==> src/rtl/sram_like_arbiter_if.sv <==
// rtl/sram_like_arbiter_if.sv - master-side and slave-side sram-like bus bundle for sram_like_arbiter
//
// Purpose: groups the per-channel request bus and the single merged slave bus.
// Signals:
//   m_req/m_wr [NCH], m_size [2*NCH], m_addr [ADDR_W*NCH], m_wdata [DATA_W*NCH]  (masters -> arbiter)
//   m_addr_ok/m_data_ok [NCH], m_rdata [DATA_W]                                  (arbiter -> masters)
//   s_req, s_wr, s_size [2], s_addr [ADDR_W], s_wdata [DATA_W]                   (arbiter -> slave)
//   s_addr_ok, s_data_ok, s_rdata [DATA_W]                                        (slave -> arbiter)
// Modports: arb (the arbiter), master (the requesting channels), slave (the memory).
interface sram_like_arbiter_if #(
  parameter int NCH    = 2,
  parameter int ADDR_W = 32,
  parameter int DATA_W = 32
);
  logic [NCH-1:0]        m_req;
  logic [NCH-1:0]        m_wr;
  logic [2*NCH-1:0]      m_size;
  logic [ADDR_W*NCH-1:0] m_addr;
  logic [DATA_W*NCH-1:0] m_wdata;
  logic [NCH-1:0]        m_addr_ok;
  logic [NCH-1:0]        m_data_ok;
  logic [DATA_W-1:0]     m_rdata;

  logic                  s_req;
  logic                  s_wr;
  logic [1:0]            s_size;
  logic [ADDR_W-1:0]     s_addr;
  logic [DATA_W-1:0]     s_wdata;
  logic                  s_addr_ok;
  logic                  s_data_ok;
  logic [DATA_W-1:0]     s_rdata;

  modport arb (
    input  m_req, m_wr, m_size, m_addr, m_wdata,
    output m_addr_ok, m_data_ok, m_rdata,
    output s_req, s_wr, s_size, s_addr, s_wdata,
    input  s_addr_ok, s_data_ok, s_rdata
  );

  modport master (
    output m_req, m_wr, m_size, m_addr, m_wdata,
    input  m_addr_ok, m_data_ok, m_rdata
  );

  modport slave (
    input  s_req, s_wr, s_size, s_addr, s_wdata,
    output s_addr_ok, s_data_ok, s_rdata
  );
endinterface

==> src/rtl/sram_like_arbiter.sv <==
// rtl/sram_like_arbiter.sv - N-channel round-robin arbiter onto one sram-like bus, one transaction in flight
//
// Purpose: merges NCH sram-like requesters (channel 0 = fetch) onto a single
// variable-latency slave using addr_ok/data_ok handshakes. Only one
// transaction is outstanding: IDLE picks a channel, ADDR presents it to the
// slave until addr_ok (or the master withdraws), DATA waits for data_ok.
// Ports:
//   clk     - clock, all state on rising edge
//   resetn  - asynchronous active-low reset
//   bus     - sram_like_arbiter_if.arb: per-channel master bus and merged slave bus
// Build option: define ARB_FIXED_PRIO_EN to replace round-robin with
// lowest-index-wins priority (the last-grant register then does not exist).
module sram_like_arbiter #(
  parameter int NCH    = 2,
  parameter int ADDR_W = 32,
  parameter int DATA_W = 32
) (
  input  logic             clk,
  input  logic             resetn,
  sram_like_arbiter_if.arb bus
);

  localparam int GW = (NCH > 1) ? $clog2(NCH) : 1;

  typedef enum logic [1:0] {
    S_IDLE = 2'd0,
    S_ADDR = 2'd1,
    S_DATA = 2'd2
  } state_t;

  state_t            r_state;
  state_t            w_next;
  logic [GW-1:0]     r_grant;
  logic [GW-1:0]     w_pick;
  logic [GW-1:0]     w_idx;
  logic [DATA_W-1:0] r_rdata;
  logic [NCH-1:0]    w_grant_oh;
  logic              w_any;
  logic              w_greq;
  logic              w_take_addr;
  logic              w_take_data;
`ifndef ARB_FIXED_PRIO_EN
  logic [GW-1:0]     r_last;
`endif

  assign w_any       = |bus.m_req;
  assign w_greq      = bus.m_req[r_grant];
  assign w_grant_oh  = NCH'(1) << r_grant;
  assign w_take_addr = (r_state == S_ADDR) && w_greq && bus.s_addr_ok;
  assign w_take_data = (r_state == S_DATA) && bus.s_data_ok;

  // Channel selection. The loops run from lowest to highest priority so the
  // last hit is the winner.
  always_comb begin
    w_pick = '0;
    w_idx  = '0;
`ifdef ARB_FIXED_PRIO_EN
    for (int i = NCH - 1; i >= 0; i--) begin
      w_idx = GW'(i);
      if (bus.m_req[w_idx]) w_pick = w_idx;
    end
`else
    // k = NCH revisits r_last itself (lowest priority); k = 1 is the channel
    // right after it (highest priority), wrapping NCH-1 -> 0.
    for (int k = NCH; k >= 1; k--) begin
      w_idx = GW'((int'(r_last) + k) % NCH);
      if (bus.m_req[w_idx]) w_pick = w_idx;
    end
`endif
  end

  // State register.
  always_ff @(posedge clk or negedge resetn) begin
    if (!resetn) begin
      r_state <= S_IDLE;
    end else begin
      r_state <= w_next;
    end
  end

  // Grant, last-grant and read-data mirror registers.
  always_ff @(posedge clk or negedge resetn) begin
    if (!resetn) begin
      r_grant <= '0;
      r_rdata <= '0;
`ifndef ARB_FIXED_PRIO_EN
      r_last  <= GW'(NCH - 1);
`endif
    end else begin
      if ((r_state == S_IDLE) && w_any) r_grant <= w_pick;
`ifndef ARB_FIXED_PRIO_EN
      // A cancelled request never reaches here, so it does not move the pointer.
      if (w_take_addr) r_last <= r_grant;
`endif
      if (w_take_data) r_rdata <= bus.s_rdata;
    end
  end

  // Next-state logic.
  always_comb begin
    w_next = r_state;
    case (r_state)
      S_IDLE: if (w_any) w_next = S_ADDR;
      S_ADDR: begin
        // A withdrawn request wins over a coincident addr_ok: s_req was already
        // low, so the slave cannot legitimately have accepted it.
        if (!w_greq)             w_next = S_IDLE;
        else if (bus.s_addr_ok)  w_next = S_DATA;
      end
      S_DATA: if (bus.s_data_ok) w_next = S_IDLE;
      default: w_next = S_IDLE;
    endcase
  end

  // Output logic. Slave fields are zero outside ADDR so an idle bus is quiet.
  always_comb begin
    bus.s_req     = 1'b0;
    bus.s_wr      = 1'b0;
    bus.s_size    = '0;
    bus.s_addr    = '0;
    bus.s_wdata   = '0;
    bus.m_addr_ok = '0;
    bus.m_data_ok = '0;
    bus.m_rdata   = r_rdata;
    case (r_state)
      S_ADDR: begin
        bus.s_req = w_greq;
        for (int i = 0; i < NCH; i++) begin
          if (r_grant == GW'(i)) begin
            bus.s_wr    = bus.m_wr[i];
            bus.s_size  = bus.m_size[2*i +: 2];
            bus.s_addr  = bus.m_addr[i*ADDR_W +: ADDR_W];
            bus.s_wdata = bus.m_wdata[i*DATA_W +: DATA_W];
          end
        end
        if (w_take_addr) bus.m_addr_ok = w_grant_oh;
      end
      S_DATA: begin
        if (bus.s_data_ok) begin
          bus.m_data_ok = w_grant_oh;
          bus.m_rdata   = bus.s_rdata;
        end
      end
      default: ;
    endcase
  end

endmodule

==> src/flat_wrapper.sv <==
// flat-port wrapper written by rule: the top's interface ports become plain ports
module sram_like_arbiter_flat 
#(
  parameter int NCH    = 2,
  parameter int ADDR_W = 32,
  parameter int DATA_W = 32
)
  (clk, resetn, bus_m_req, bus_m_wr, bus_m_size, bus_m_addr, bus_m_wdata, bus_m_addr_ok, bus_m_data_ok, bus_m_rdata, bus_s_req, bus_s_wr, bus_s_size, bus_s_addr, bus_s_wdata, bus_s_addr_ok, bus_s_data_ok, bus_s_rdata);
  sram_like_arbiter_if #(.NCH(NCH), .ADDR_W(ADDR_W), .DATA_W(DATA_W)) bus_i ();
  input  logic clk;
  input  logic resetn;
  input wire logic [$bits(bus_i.m_req)-1:0] bus_m_req;
  input wire logic [$bits(bus_i.m_wr)-1:0] bus_m_wr;
  input wire logic [$bits(bus_i.m_size)-1:0] bus_m_size;
  input wire logic [$bits(bus_i.m_addr)-1:0] bus_m_addr;
  input wire logic [$bits(bus_i.m_wdata)-1:0] bus_m_wdata;
  output wire logic [$bits(bus_i.m_addr_ok)-1:0] bus_m_addr_ok;
  output wire logic [$bits(bus_i.m_data_ok)-1:0] bus_m_data_ok;
  output wire logic [$bits(bus_i.m_rdata)-1:0] bus_m_rdata;
  output wire logic [$bits(bus_i.s_req)-1:0] bus_s_req;
  output wire logic [$bits(bus_i.s_wr)-1:0] bus_s_wr;
  output wire logic [$bits(bus_i.s_size)-1:0] bus_s_size;
  output wire logic [$bits(bus_i.s_addr)-1:0] bus_s_addr;
  output wire logic [$bits(bus_i.s_wdata)-1:0] bus_s_wdata;
  input wire logic [$bits(bus_i.s_addr_ok)-1:0] bus_s_addr_ok;
  input wire logic [$bits(bus_i.s_data_ok)-1:0] bus_s_data_ok;
  input wire logic [$bits(bus_i.s_rdata)-1:0] bus_s_rdata;
  assign bus_i.m_req = bus_m_req;
  assign bus_i.m_wr = bus_m_wr;
  assign bus_i.m_size = bus_m_size;
  assign bus_i.m_addr = bus_m_addr;
  assign bus_i.m_wdata = bus_m_wdata;
  assign bus_m_addr_ok = bus_i.m_addr_ok;
  assign bus_m_data_ok = bus_i.m_data_ok;
  assign bus_m_rdata = bus_i.m_rdata;
  assign bus_s_req = bus_i.s_req;
  assign bus_s_wr = bus_i.s_wr;
  assign bus_s_size = bus_i.s_size;
  assign bus_s_addr = bus_i.s_addr;
  assign bus_s_wdata = bus_i.s_wdata;
  assign bus_i.s_addr_ok = bus_s_addr_ok;
  assign bus_i.s_data_ok = bus_s_data_ok;
  assign bus_i.s_rdata = bus_s_rdata;
  sram_like_arbiter #(.NCH(NCH), .ADDR_W(ADDR_W), .DATA_W(DATA_W)) u_core (.clk(clk), .resetn(resetn), .bus(bus_i));
endmodule
==> config.mk <==
export PLATFORM = sky130hd
export DESIGN_NAME = sram_like_arbiter_flat
export DESIGN_NICKNAME = d
export VERILOG_FILES = /design/src/rtl/sram_like_arbiter_if.sv /design/src/rtl/sram_like_arbiter.sv /design/src/flat_wrapper.sv
export SDC_FILE = /design/constraint.sdc
export NUM_CORES = 1
export LEC_CHECK = 0
export ABC_AREA = 1
export CORE_MARGIN = 8
export CORE_UTILIZATION = 32
export DETAILED_ROUTE_END_ITERATION = 12
export PLACE_DENSITY = 0.88
export SLEW_MARGIN = 10
export SYNTH_ARGS = -nofsm -noshare
export SYNTH_HDL_FRONTEND = slang
export SYNTH_SLANG_ARGS = --single-unit
==> constraint.sdc <==
create_clock -name clk -period 3.75 [get_ports clk]
set_clock_uncertainty 0.15 [all_clocks]
set_input_delay 0.75 -clock clk [delete_from_list [all_inputs] [get_ports clk]]
set_output_delay 0.75 -clock clk [all_outputs]
set_load 0.03 [all_outputs]
; ---- Yosys cells after proc, flatten, opt, wreduce, memory -nomap -nowiden
; Index checks and enable logic that the tools add are counted.
[totals]
reg_bits = 36
in_bits = 172
[op_classes]
n_addsub = 2
order_cmp = 3
eq_ne = 5
shift = 1
n_mux = 28
reduce_logical = 7
[ops]
columns = cell, n
row1 = 32-bit 2-to-1 mux, 6
row2 = 2-bit 2-to-1 mux, 10
row3 = 1-bit 2-to-1 mux, 11
row4 = "1-bit by 2-bit less-than comparator with 1-bit output, second input constant", 3
row5 = 2-bit case mux with 3 select lines, 1
row6 = 1-bit logical AND, 4
row7 = "3-bit != test, second input constant", 1
row8 = 3-bit AND reduction, 1
row9 = "1-bit adder, second input constant", 2
row10 = "2-bit by 1-bit == test with 1-bit output, second input constant", 1
row11 = "2-bit == test, second input constant", 1
row12 = 2-bit logical NOT, 1
row13 = "2-bit by 1-bit != test with 1-bit output, second input constant", 1
row14 = "2-bit != test, second input constant", 1
row15 = 2-bit OR reduction, 1
row16 = "1-bit by 1-bit << shifter with 2-bit output, first input constant", 1

; ---- Longest topological paths before layout
[logic_depth]
ltp_word = 6
mapped_depth = 7
mapped_depth_nobuf = 6

; ---- Worst setup path before layout
; No wires, ideal clock.
[synth_timing]
path_kind = input -> output
from = in bus_s_data_ok
to = out bus_m_rdata[21]
t_arrival_ns = 1.778
t_required_ns = 2.850
setup_slack_ns = 1.072
stages = 3
n_path_buf = 1
path_cell_list = nand3_2 clkbuf_1 o21ai_0
[synth_between]
elab_chain_cells = 2
[synth_rtl]
columns = element, line
row1 = "start, declared", flat_wrapper.sv:26  ; input wire logic [$bits(bus_i.s_data_ok)-1:0] bus_s_data_ok;
row2 = 32-bit 2-to-1 mux, sram_like_arbiter.sv:139  ; if (bus.s_data_ok) begin
row3 = 32-bit 2-to-1 mux, sram_like_arbiter.sv:125  ; case (r_state)
row4 = "end, declared", flat_wrapper.sv:19  ; output wire logic [$bits(bus_i.m_rdata)-1:0] bus_m_rdata;
; No other way between the ends.

; ---- Worst setup path in the final report
[layout_timing]
from = in bus_s_data_ok
to = out bus_m_rdata[24]
; The elaborated chain is that of the path after synthesis.

==> run metrics <==
Worst Hold Class reg2reg; via count 3684; multi-input combinational cell area 0.001446 mm²; FF-to-FF path depth 5; arrival time worst endpoint 2.61 ns; Fmax achieved 285.1 MHz; Reg area 903.4 µm²; Fin. Hold Viols 0; commonest non-fill, non-tap cells in the layout clkdlybuf4s50_1 (252), nand2_1 (177), a21oi_1 (58), dfrtp_1 (34), inv_1 (33); Hold Path Depth 2; Synth cell types 20; CTS tree done; register area share after synthesis 0.3371; Clock Latency Late Sink 0.27 ns; layout cells sized above 1 0.08651; fill cell count 691; PwrDens 786.4 mW/mm²; post_cts resized 0; setup repair after global routing missed its margin false; status finished, final reports clean; post-synth net total 597; nets 853; number of diodes 0; die area 0.01155 mm²; Initial Utilization 0.3274; CTS Root Cell clkbuf_8; final setup fails 0; commonest non-fill, non-tap cell in the layout clkdlybuf4s50_1; Die Y 107.5 µm; GPL Wtd Cong 0.8705; wire length per cell 17.54 µm; Mapped Area 0.002676 mm²; PortBufs 275; Max FO, Critical Path 66; Rows 33; Routed WL 13800 µm; leakage power figure 2.429 nW; post-synthesis cell count 425; crit path kind in2out; hold buffer count at cts 0; synthesized flop and latch total 36; antenna viol nets, final 0; CTS H-tree lvls 2; crit start category input port; Setup Fix Bufs, Post-CTS 0; Num CTS Buffers 5; max-slew violations 0; hpwl dp 11570 µm; Reg clk slew, reported paths 0.07 ns; endpoint class of the critical path output pin; synth warn 0; initial antenna violation count 0; top-level port count 276; Die Width 107.5 µm; Max Cap Viol 0; Fin Setup TNS 0 ns; GRT Total Usage 0.2170; DR iter-0 viols 158; largest net degree at the start of global routing 73; Tmin final 3.508 ns; Worst VDD drop 0.5042 mV; CTS sink cnt 36; Syn Area/Cell 6.297 µm²; WHS 0.3229 ns; clk buf depth 2; GRT overflow 0; Worst Path Required 2.85 ns; area delta synth->final 104.6%; relative slew slack 0.4938; Vias/cell 4.681; fin crit share 0.9354; CORE AREA 0.008175 mm²; router iterations before antenna repair 4; vias in the first global route 3564; first-pass GRT wire length 19750 µm; Slew @ Worst Pin 0.7594 ns; drt drc 0
cells by family (layout without fill, tap and decap cells):
group	Yosys count	in the layout	synth area share
simple gates	187	187	0.2674
buf+inv	68	325	0.1225
flops	36	36	0.3371
compound gates	134	134	0.2730
layout make-up:
class,instances,share of cell area
clock buffer,6,0.01325
inverter,36,0.02513
sequential,36,0.1650
clock inverter,2,0.006397
tap,105,0.02399
multi-input combinational,321,0.2641
timing repair buffer,281,0.5022
critical path, stage by stage:
cell and delay (ns):
clkdlybuf4s50_1 0.44, nand3_2 0.21, buf_12 0.19, buf_4 0.49, nand2_1 0.19, o21ai_0 0.13
buf_4 0.19
routing by layer:
layer  track usage  part of all wire  up-vias
li1              -                 -     1867
met4       0.03568             0.011        0
met3       0.05509             0.080       12
met1        0.2321              0.37     1650
met2        0.4201              0.54      155
met5             0                 0        -
flip-flops by register name (all words and copies together) (netlist names):
register / cells
u_core.r_grant: 1
u_core.r_last: 1
u_core.r_rdata: 32
u_core.r_state: 2
power breakdown:
part	switching, mW	internal [mW]
Combinational	2.11	1.24
Sequential	0.0677	0.566
Clock	0.129	0.197
Total	2.31	2.00
final timing paths:
check	slack, ns	start	end
setup / recovery	0.24	bus_s_data_ok	bus_m_rdata[24]
hold / removal	0.32	u_core.r_last$_DFFE_PN1P_	u_core.r_last$_DFFE_PN1P_
setup reg to reg	1.92	u_core.r_state[1]$_DFFE_PN0P_	u_core.r_rdata[24]$_DFFE_PN0P_
hold reg to reg	0.32	u_core.r_last$_DFFE_PN1P_	u_core.r_last$_DFFE_PN1P_
max in group asynchronous	2.52	resetn	u_core.r_grant$_DFFE_PN0P_
min in group asynchronous	0.39	resetn	u_core.r_rdata[0]$_DFFE_PN0P_
through the flow:
step	total power, mW	cell area (µm²)	instances	utilization	setup slack, ns
2_1_floorplan	2.669	2676	425	-	1.072
3_5_place_dp	4.010	5369	779	0.6567	0.2670
5_1_grt	4.550	5477	787	0.6699	0.07602
6_report	4.307	5477	787	0.6699	0.2423
4_1_cts	4.350	5477	787	0.6699	0.2577
3_3_place_gp	3.953	5369	779	0.6567	0.3283
cell usage after synthesis, drive strengths merged:
master / number / area, µm²
buf: 25 / 163.9
dfrtp: 35 / 875.8
nor2: 6 / 25.03
a21oi: 68 / 377.9
o21ai: 66 / 352.8
nand3: 3 / 20.02
nand4: 1 / 6.260
clkbuf: 7 / 26.28
inv: 36 / 137.6
dfstp: 1 / 26.28
nand2: 177 / 664.4
(Power assumes the default switching activity.)
